`src/rtl/nes_joypad_emu.sv`:
```
// rtl/nes_joypad_emu.sv - NES standard-controller (CD4021-style) serial responder
//
// Purpose: answers the console's latch/clock strobes with button state, one
// bit per shift clock, with optional turbo modulation on A and B.
//
// Ports:
//   clk              system clock (single domain)
//   rst_n            asynchronous active-low reset
//   buttons_in[7:0]  pressed = 1; A,B,Select,Start,Up,Down,Left,Right (async)
//   turbo_en_in[1:0] [0] turbo on A, [1] turbo on B (async)
//   jp_latch_in      console latch strobe (async)
//   jp_clk_in        console shift clock (async)
//   jp_data_out      registered serial data, inverted at the pin when INVERT_OUT
//   frame_strobe_out one-cycle pulse when the latch deasserts
//   shift_cnt_out    shifts since last latch, saturating at 8
module nes_joypad_emu #(
    parameter logic INVERT_OUT        = 1'b1,
    parameter logic LATCH_ACTIVE_HIGH = 1'b1,
    parameter logic SHIFT_ON_RISE     = 1'b1,
    parameter int   TURBO_DIV_BITS    = 20
) (
    input  logic       clk,
    input  logic       rst_n,
    input  logic [7:0] buttons_in,
    input  logic [1:0] turbo_en_in,
    input  logic       jp_latch_in,
    input  logic       jp_clk_in,
    output logic       jp_data_out,
    output logic       frame_strobe_out,
    output logic [3:0] shift_cnt_out
);

    // Reset levels chosen so that releasing reset with idle pins never looks
    // like a latch deassertion or a qualifying clock edge.
    localparam logic LATCH_IDLE = ~LATCH_ACTIVE_HIGH;
    localparam logic CLK_IDLE   = SHIFT_ON_RISE;

    localparam logic [TURBO_DIV_BITS-1:0] TURBO_ONE = {{(TURBO_DIV_BITS-1){1'b0}}, 1'b1};

    logic [1:0]                r_latch_sync;
    logic [1:0]                r_clk_sync;
    logic                      r_latch_d;
    logic                      r_clk_d;
    logic [7:0]                r_btn_s1;
    logic [7:0]                r_btn_s2;
    logic [1:0]                r_turbo_s1;
    logic [1:0]                r_turbo_s2;
    logic [TURBO_DIV_BITS-1:0] r_turbo_cnt;
    logic                      r_turbo_phase;
    logic [7:0]                r_shift;
    logic [3:0]                r_shift_cnt;
    logic                      r_data_pin;
    logic                      r_frame;

    logic       w_latch_act;
    logic       w_latch_was;
    logic       w_clk_rise;
    logic       w_clk_fall;
    logic       w_shift_edge;
    logic [7:0] w_eff_btn;
    logic [7:0] w_shift_nxt;
    logic [3:0] w_cnt_nxt;

    // Synchronizers plus one extra stage on latch/clock for edge detection.
    always_ff @(posedge clk or negedge rst_n) begin
        if (!rst_n) begin
            r_latch_sync <= {2{LATCH_IDLE}};
            r_clk_sync   <= {2{CLK_IDLE}};
            r_latch_d    <= LATCH_IDLE;
            r_clk_d      <= CLK_IDLE;
            r_btn_s1     <= 8'h00;
            r_btn_s2     <= 8'h00;
            r_turbo_s1   <= 2'b00;
            r_turbo_s2   <= 2'b00;
        end else begin
            r_latch_sync <= {r_latch_sync[0], jp_latch_in};
            r_clk_sync   <= {r_clk_sync[0], jp_clk_in};
            r_latch_d    <= r_latch_sync[1];
            r_clk_d      <= r_clk_sync[1];
            r_btn_s1     <= buttons_in;
            r_btn_s2     <= r_btn_s1;
            r_turbo_s1   <= turbo_en_in;
            r_turbo_s2   <= r_turbo_s1;
        end
    end

    always_comb begin
        w_latch_act  = (r_latch_sync[1] == LATCH_ACTIVE_HIGH);
        w_latch_was  = (r_latch_d == LATCH_ACTIVE_HIGH);
        w_clk_rise   = r_clk_sync[1] & ~r_clk_d;
        w_clk_fall   = ~r_clk_sync[1] & r_clk_d;
        w_shift_edge = SHIFT_ON_RISE ? w_clk_rise : w_clk_fall;
    end

    // Free-running turbo divider; phase flips each time the counter wraps.
    always_ff @(posedge clk or negedge rst_n) begin
        if (!rst_n) begin
            r_turbo_cnt   <= '0;
            r_turbo_phase <= 1'b1;
        end else begin
            r_turbo_cnt <= r_turbo_cnt + TURBO_ONE;
            if (&r_turbo_cnt) begin
                r_turbo_phase <= ~r_turbo_phase;
            end
        end
    end

    always_comb begin
        w_eff_btn    = r_btn_s2;
        w_eff_btn[0] = r_btn_s2[0] & (~r_turbo_s2[0] | r_turbo_phase);
        w_eff_btn[1] = r_btn_s2[1] & (~r_turbo_s2[1] | r_turbo_phase);
    end

    // Latch active: parallel load. First inactive cycle after latch: hold,
    // so a clock edge coinciding with latch release never shifts. Otherwise
    // shift right with 1s filling in from the top.
    always_comb begin
        w_shift_nxt = r_shift;
        w_cnt_nxt   = r_shift_cnt;
        if (w_latch_act) begin
            w_shift_nxt = w_eff_btn;
            w_cnt_nxt   = 4'd0;
        end else if (w_latch_was) begin
            w_shift_nxt = r_shift;
            w_cnt_nxt   = r_shift_cnt;
        end else if (w_shift_edge) begin
            w_shift_nxt = {1'b1, r_shift[7:1]};
            if (r_shift_cnt != 4'd8) begin
                w_cnt_nxt = r_shift_cnt + 4'd1;
            end
        end
    end

    always_ff @(posedge clk or negedge rst_n) begin
        if (!rst_n) begin
            r_shift     <= 8'h00;
            r_shift_cnt <= 4'd0;
            r_data_pin  <= INVERT_OUT;
            r_frame     <= 1'b0;
        end else begin
            r_shift     <= w_shift_nxt;
            r_shift_cnt <= w_cnt_nxt;
            // Output register tracks the next bit 0 so data and count move together.
            r_data_pin  <= w_shift_nxt[0] ^ INVERT_OUT;
            r_frame     <= w_latch_was & ~w_latch_act;
        end
    end

    assign jp_data_out      = r_data_pin;
    assign frame_strobe_out = r_frame;
    assign shift_cnt_out    = r_shift_cnt;

endmodule

```
`config.mk`:
```
export PLATFORM = sky130hd
export DESIGN_NAME = nes_joypad_emu
export DESIGN_NICKNAME = d
export VERILOG_FILES = /design/src/rtl/nes_joypad_emu.sv
export SDC_FILE = /design/constraint.sdc
export NUM_CORES = 1
export LEC_CHECK = 0
export ABC_AREA = 0
export CORE_MARGIN = 5
export CORE_UTILIZATION = 35
export CTS_BUF_LIST = sky130_fd_sc_hd__clkbuf_8
export DETAILED_ROUTE_END_ITERATION = 8
export DONT_BUFFER_PORTS = 1
export PLACE_DENSITY = 0.46
export SLEW_MARGIN = 20
export SYNTH_ARGS = -nofsm -noshare
export SYNTH_HDL_FRONTEND = slang
export SYNTH_SLANG_ARGS = --single-unit
```
`constraint.sdc`:
```
create_clock -name clk -period 4.2 [get_ports clk]
set_input_delay 1.26 -clock clk [delete_from_list [all_inputs] [get_ports clk]]
set_output_delay 1.26 -clock clk [all_outputs]
set_load 0.01 [all_outputs]
```
Word level (Yosys, flattened, before mapping)
Index checks and enable logic that the tools add are counted.
{"block": "word_totals", "reg_bits": 61, "latch_bits": 0, "ram_bits": 0, "mem_bits_ro": 0, "output_inout_bits": 6, "n_memories": 0}
{"block": "op_classes", "addsub": 2, "mul": 0, "div_mod_pow": 0, "n_lt_le_gt_ge": 0, "eq_ne": 2, "n_shift": 0, "muxes": 7, "n_bitwise": 12, "n_reduce_logical": 5}
{"cell": "$mux 8", "count": 3}
{"cell": "$add 20x1->20 const B", "count": 1}
{"cell": "$reduce_and 20->1", "count": 1}
{"cell": "$mux 4", "count": 4}
{"cell": "$not 1->1", "count": 6}
{"cell": "$add 4x1->4 const B", "count": 1}
{"cell": "$and 1x1->1", "count": 4}
{"cell": "$ne 4x4->1 const B", "count": 1}
{"cell": "$reduce_bool 2->1", "count": 2}
{"cell": "$reduce_and 3->1", "count": 1}
{"cell": "$ne 2x2->1 const B", "count": 1}
{"cell": "$or 1x1->1", "count": 2}
{"cell": "$reduce_and 2->1", "count": 1}

Depth between registers and ports, before layout
{"block": "logic_depth", "depth_word": 6, "mapped_depth": 6, "ltp_nobuf": 6}

Least setup slack after synthesis
No wires, ideal clock.
{"block": "synth_timing", "kind": "register to output", "startpoint": "register r_data_pin, in the netlist jp_data_out", "endpoint": "output jp_data_out", "arrival_ps": 520, "t_required_ps": 2940, "slack_ps": 2420, "stages_incl_launch_ff": 1, "n_path_buf": 0, "cell_sequence": "dfstp_2"}
{"item": "start: declaration", "line_no": "52", "text": "logic r_data_pin;"}
{"item": "start signal: assignment", "line_no": "144", "text": "r_data_pin <= w_shift_nxt[0] ^ INVERT_OUT;"}
{"item": "end: declaration", "line_no": "28", "text": "output logic jp_data_out,"}
No word-level cell between the ends.

Worst setup path in the final report
{"block": "layout_timing", "startpoint": "register r_data_pin, in the netlist jp_data_out", "endpoint": "output jp_data_out"}
No word-level cell between the ends.

==> impl_metrics.py <==
metrics = {
    "floorplanning": {
        "fp.coreArea_um2": 6030,
        "die_w_um": 89.2,
        "ios": 20,
        "initial_core_util_pct": 36.5,
        "fp.dieArea_um2": 7960,
        "num_rows": 28,
        "die_h_um": 89.2,
    },
    "grt": {
        "grt_pass1_vias": 1185,
        "grt_start_max_net_pins": 62,
        "track_usage_pct": 10.1,
        "gr-total-overflow": 0,
        "antenna_found_initial": 0,
        "grt_pass1_wl_mm": 5.64,
    },
    "place": {
        "dp.final_hpwl_mm": 2.15,
        "pre_cts_ws_ns": 2.28,
        "io_buffers": 0,
        "globalplace.congestion": 0.673,
    },
    "detailed_routing": {
        "num_vias": 1150,
        "drt-total-wl_mm": 3.42,
        "drc": 0,
        "detail_route.first_pass.iterations": 4,
        "viasPerCell": 4.53,
        "ant_nets": 0,
        "drt_iter0_drc": 41,
        "routedWlPerCell_um": 13.5,
    },
    "outcome": {
        "status": "finished, final reports clean",
    },
    "clock_network": {
        "cts_tree": "done",
        "cts.htree.levels": 3,
        "ctsResizeCount": 0,
        "cts_max_path_buffers": 2,
        "path_clk_slew_ns": 0.07,
        "cts.sinks": 61,
        "root_buffer": "clkbuf_8",
        "clock_latency_ns": 0.34,
        "cts_hold_buf": 0,
        "post_cts_buffers": 0,
        "cts_buffers": 9,
    },
    "sta": {
        "worst_slack_ns": 2.05,
        "setup-tns-final_ns": 0,
        "maxSlewViolCount": 0,
        "rsz0062_at_grt": "no",
        "hold_violations": 0,
        "worstMarginPinSlew_ns": 0.950,
        "final.setup_skew_ns": 0.00702,
        "setup_viol": 0,
        "slew_headroom_pct": 36.4,
        "min_period_ns": 2.15,
        "clock.fmax_mhz": 466,
        "period_share_pct": 51.1,
    },
    "yosys": {
        "synth_edf_count": 0,
        "syn_nets": 183,
        "ys_ff_latch": 61,
        "synthArstFlopShare_pct": 100,
        "synth_ff_type": "dfrtp_1",
        "yosysWarnings": 0,
        "syn_inst": 166,
        "syn_area_per_cell_um2": 13.2,
        "synthesis.area_um2": 2200,
        "synth_cell_types": 25,
        "ys_seq_area_share_pct": 69.8,
    },
    "worst_hold_path": {
        "hold_path.class": "register to register",
    },
    "setup_path": {
        "end_kind": "primary output",
        "critPathLaunchType": "register",
        "cp_max_fo": 1,
        "worst-endpoint-required_ns": 2.94,
        "cp.arrival_ns": 0.89,
        "worstSetupPathType": "register to primary output",
    },
    "pwr": {
        "pwr_density_cell_nw_per_um2": 488,
        "ir_worst_vdd_mv": 0.198,
        "p_leak_nw": 1.16,
    },
    "job": {
        "maxCapViolCount": 0,
    },
    "finish": {
        "synthToLayoutAreaGrowth_pct": 14.2,
        "num_antenna_cells": 0,
        "fin_nets": 191,
        "drive_gt1_share_pct": 13.4,
    },
}
-- state kept, by name, summed over array words and instances (netlist names) --
signal / cells
r_clk_sync: 2
r_latch_d: 1
jp_data_out: 1
r_latch_sync: 2
r_shift: 8
r_turbo_phase: 1
r_clk_d: 1
r_turbo_s2: 2
r_turbo_s1: 2
r_turbo_cnt: 20
r_btn_s2: 8
shift_cnt_out: 4
r_btn_s1: 8
frame_strobe_out: 1
-- kinds of logic after synthesis --
kind of cell	count (synthesis)	share of synthesized area, %
adders and majority gates	3	1.71
AOI/OAI and AO/OA	11	2.62
muxes	7	3.19
xor gates and xnor gates	22	8.77
buffers and inverters	12	2.11
DFF	61	69.8
and+or+nand+nor	50	11.8
-- per-stage QoR --
step | cells | util [%] | total power, mW | instance area, µm² | hold WS, ns
after CTS | 254 | 41.6 | 1.25 | 2510 | 0.350
after global placement | 238 | 37.9 | 0.653 | 2280 | 0.333
after global routing | 254 | 41.6 | 1.27 | 2510 | 0.357
after detailed placement | 238 | 37.9 | 0.654 | 2280 | 0.336
after floorplan | 166 | - | 0.648 | 2200 | 0.331
final | 254 | 41.6 | 1.22 | 2510 | 0.348
-- worst register-to-register path: cells and delay by family (launching register included) --
kind | cells | cell delay, ns
DFF | 1 | 0.53
and+or+nand+nor | 3 | 1.03
xor gates and xnor gates | 1 | 0.22
-- synthesized netlist by cell type (all sizes together) (2+ instances only) --
cell | n | share of area [%]
nor2 | 10 | 1.7
nor4 | 3 | 1.1
clkbuf | 2 | 0.34
xnor2 | 11 | 4.4
nor3 | 3 | 0.68
a21oi | 2 | 0.46
nand3 | 7 | 1.6
dfstp | 5 | 6.0
dfrtp | 56 | 64
nand4 | 6 | 2.0
nand2 | 14 | 2.4
xor2 | 11 | 4.4
ha | 3 | 1.7
o21ai | 8 | 1.8
inv | 9 | 1.5
nor2b | 2 | 0.57
mux2i | 7 | 3.2
and3 | 2 | 0.57
-- power breakdown --
group	switching (mW)	internal [mW]
Sequential	0.0123	0.612
Clock	0.219	0.362
Combinational	0.00901	0.00932
-- metal layers --
metal / GRT usage [%] / vias up / part of all wire [%]
li1: - / 563 / -
met1: 12.1 / 554 / 47
met2: 14.0 / 22 / 45
met3: 5.16 / 11 / 5.0
met4: 6.90 / 0 / 3.3
met5: 0 / - / 0
-- layout by cell type, fill, tap and decap left out --
| cell type | instances |
|---|---|
| o21ai_0 | 8 |
| clkinv_2 | 2 |
| or4_4 | 1 |
| nand2_1 | 14 |
| nor2b_1 | 2 |
| nand4_1 | 5 |
| xor2_1 | 11 |
| xnor2_1 | 11 |
| nor4_1 | 2 |
| a21oi_1 | 2 |
| nor3_1 | 3 |
| a211oi_1 | 1 |
| clkbuf_8 | 11 |
| nor3b_2 | 1 |
| nand4_2 | 1 |
| nand3b_1 | 1 |
| bufinv_16 | 2 |
| nand3_1 | 7 |
| mux2i_1 | 7 |
| inv_1 | 10 |
| dfstp_2 | 5 |
| nor4_2 | 1 |
| ha_1 | 3 |
| and3_1 | 2 |
| nor2_1 | 10 |
| dfrtp_1 | 56 |
-- path summary, 6_finish.rpt --
kind | cells past startpoint | slack [ns] | start | to
min | 0 | 0.35 | r_btn_s1[4]$_DFF_PN0_ | r_btn_s2[4]$_DFF_PN0_
max reg2reg | 4 | 2.28 | r_clk_sync[1]$_DFF_PN1_ | shift_cnt_out[0]$_DFFE_PN0P_
max | 0 | 2.05 | jp_data_out$_DFF_PN1_ | jp_data_out
max in group asynchronous | 0 | 3.39 | rst_n | r_turbo_phase$_DFFE_PN1P_
min in group asynchronous | 0 | 0.61 | rst_n | shift_cnt_out[3]$_DFFE_PN0P_
min reg2reg | 0 | 0.35 | r_btn_s1[4]$_DFF_PN0_ | r_btn_s2[4]$_DFF_PN0_
-- layout make-up --
cell class / instances / area [µm²]
clock inverter: 5 / 73.8
fill: 568 / 3520
inverter: 9 / 33.8
clock buffer: 11 / 151
tap: 75 / 93.8
sequential: 61 / 1530
multi-input combinational: 93 / 623
Power figures use the tool's default switching activity.
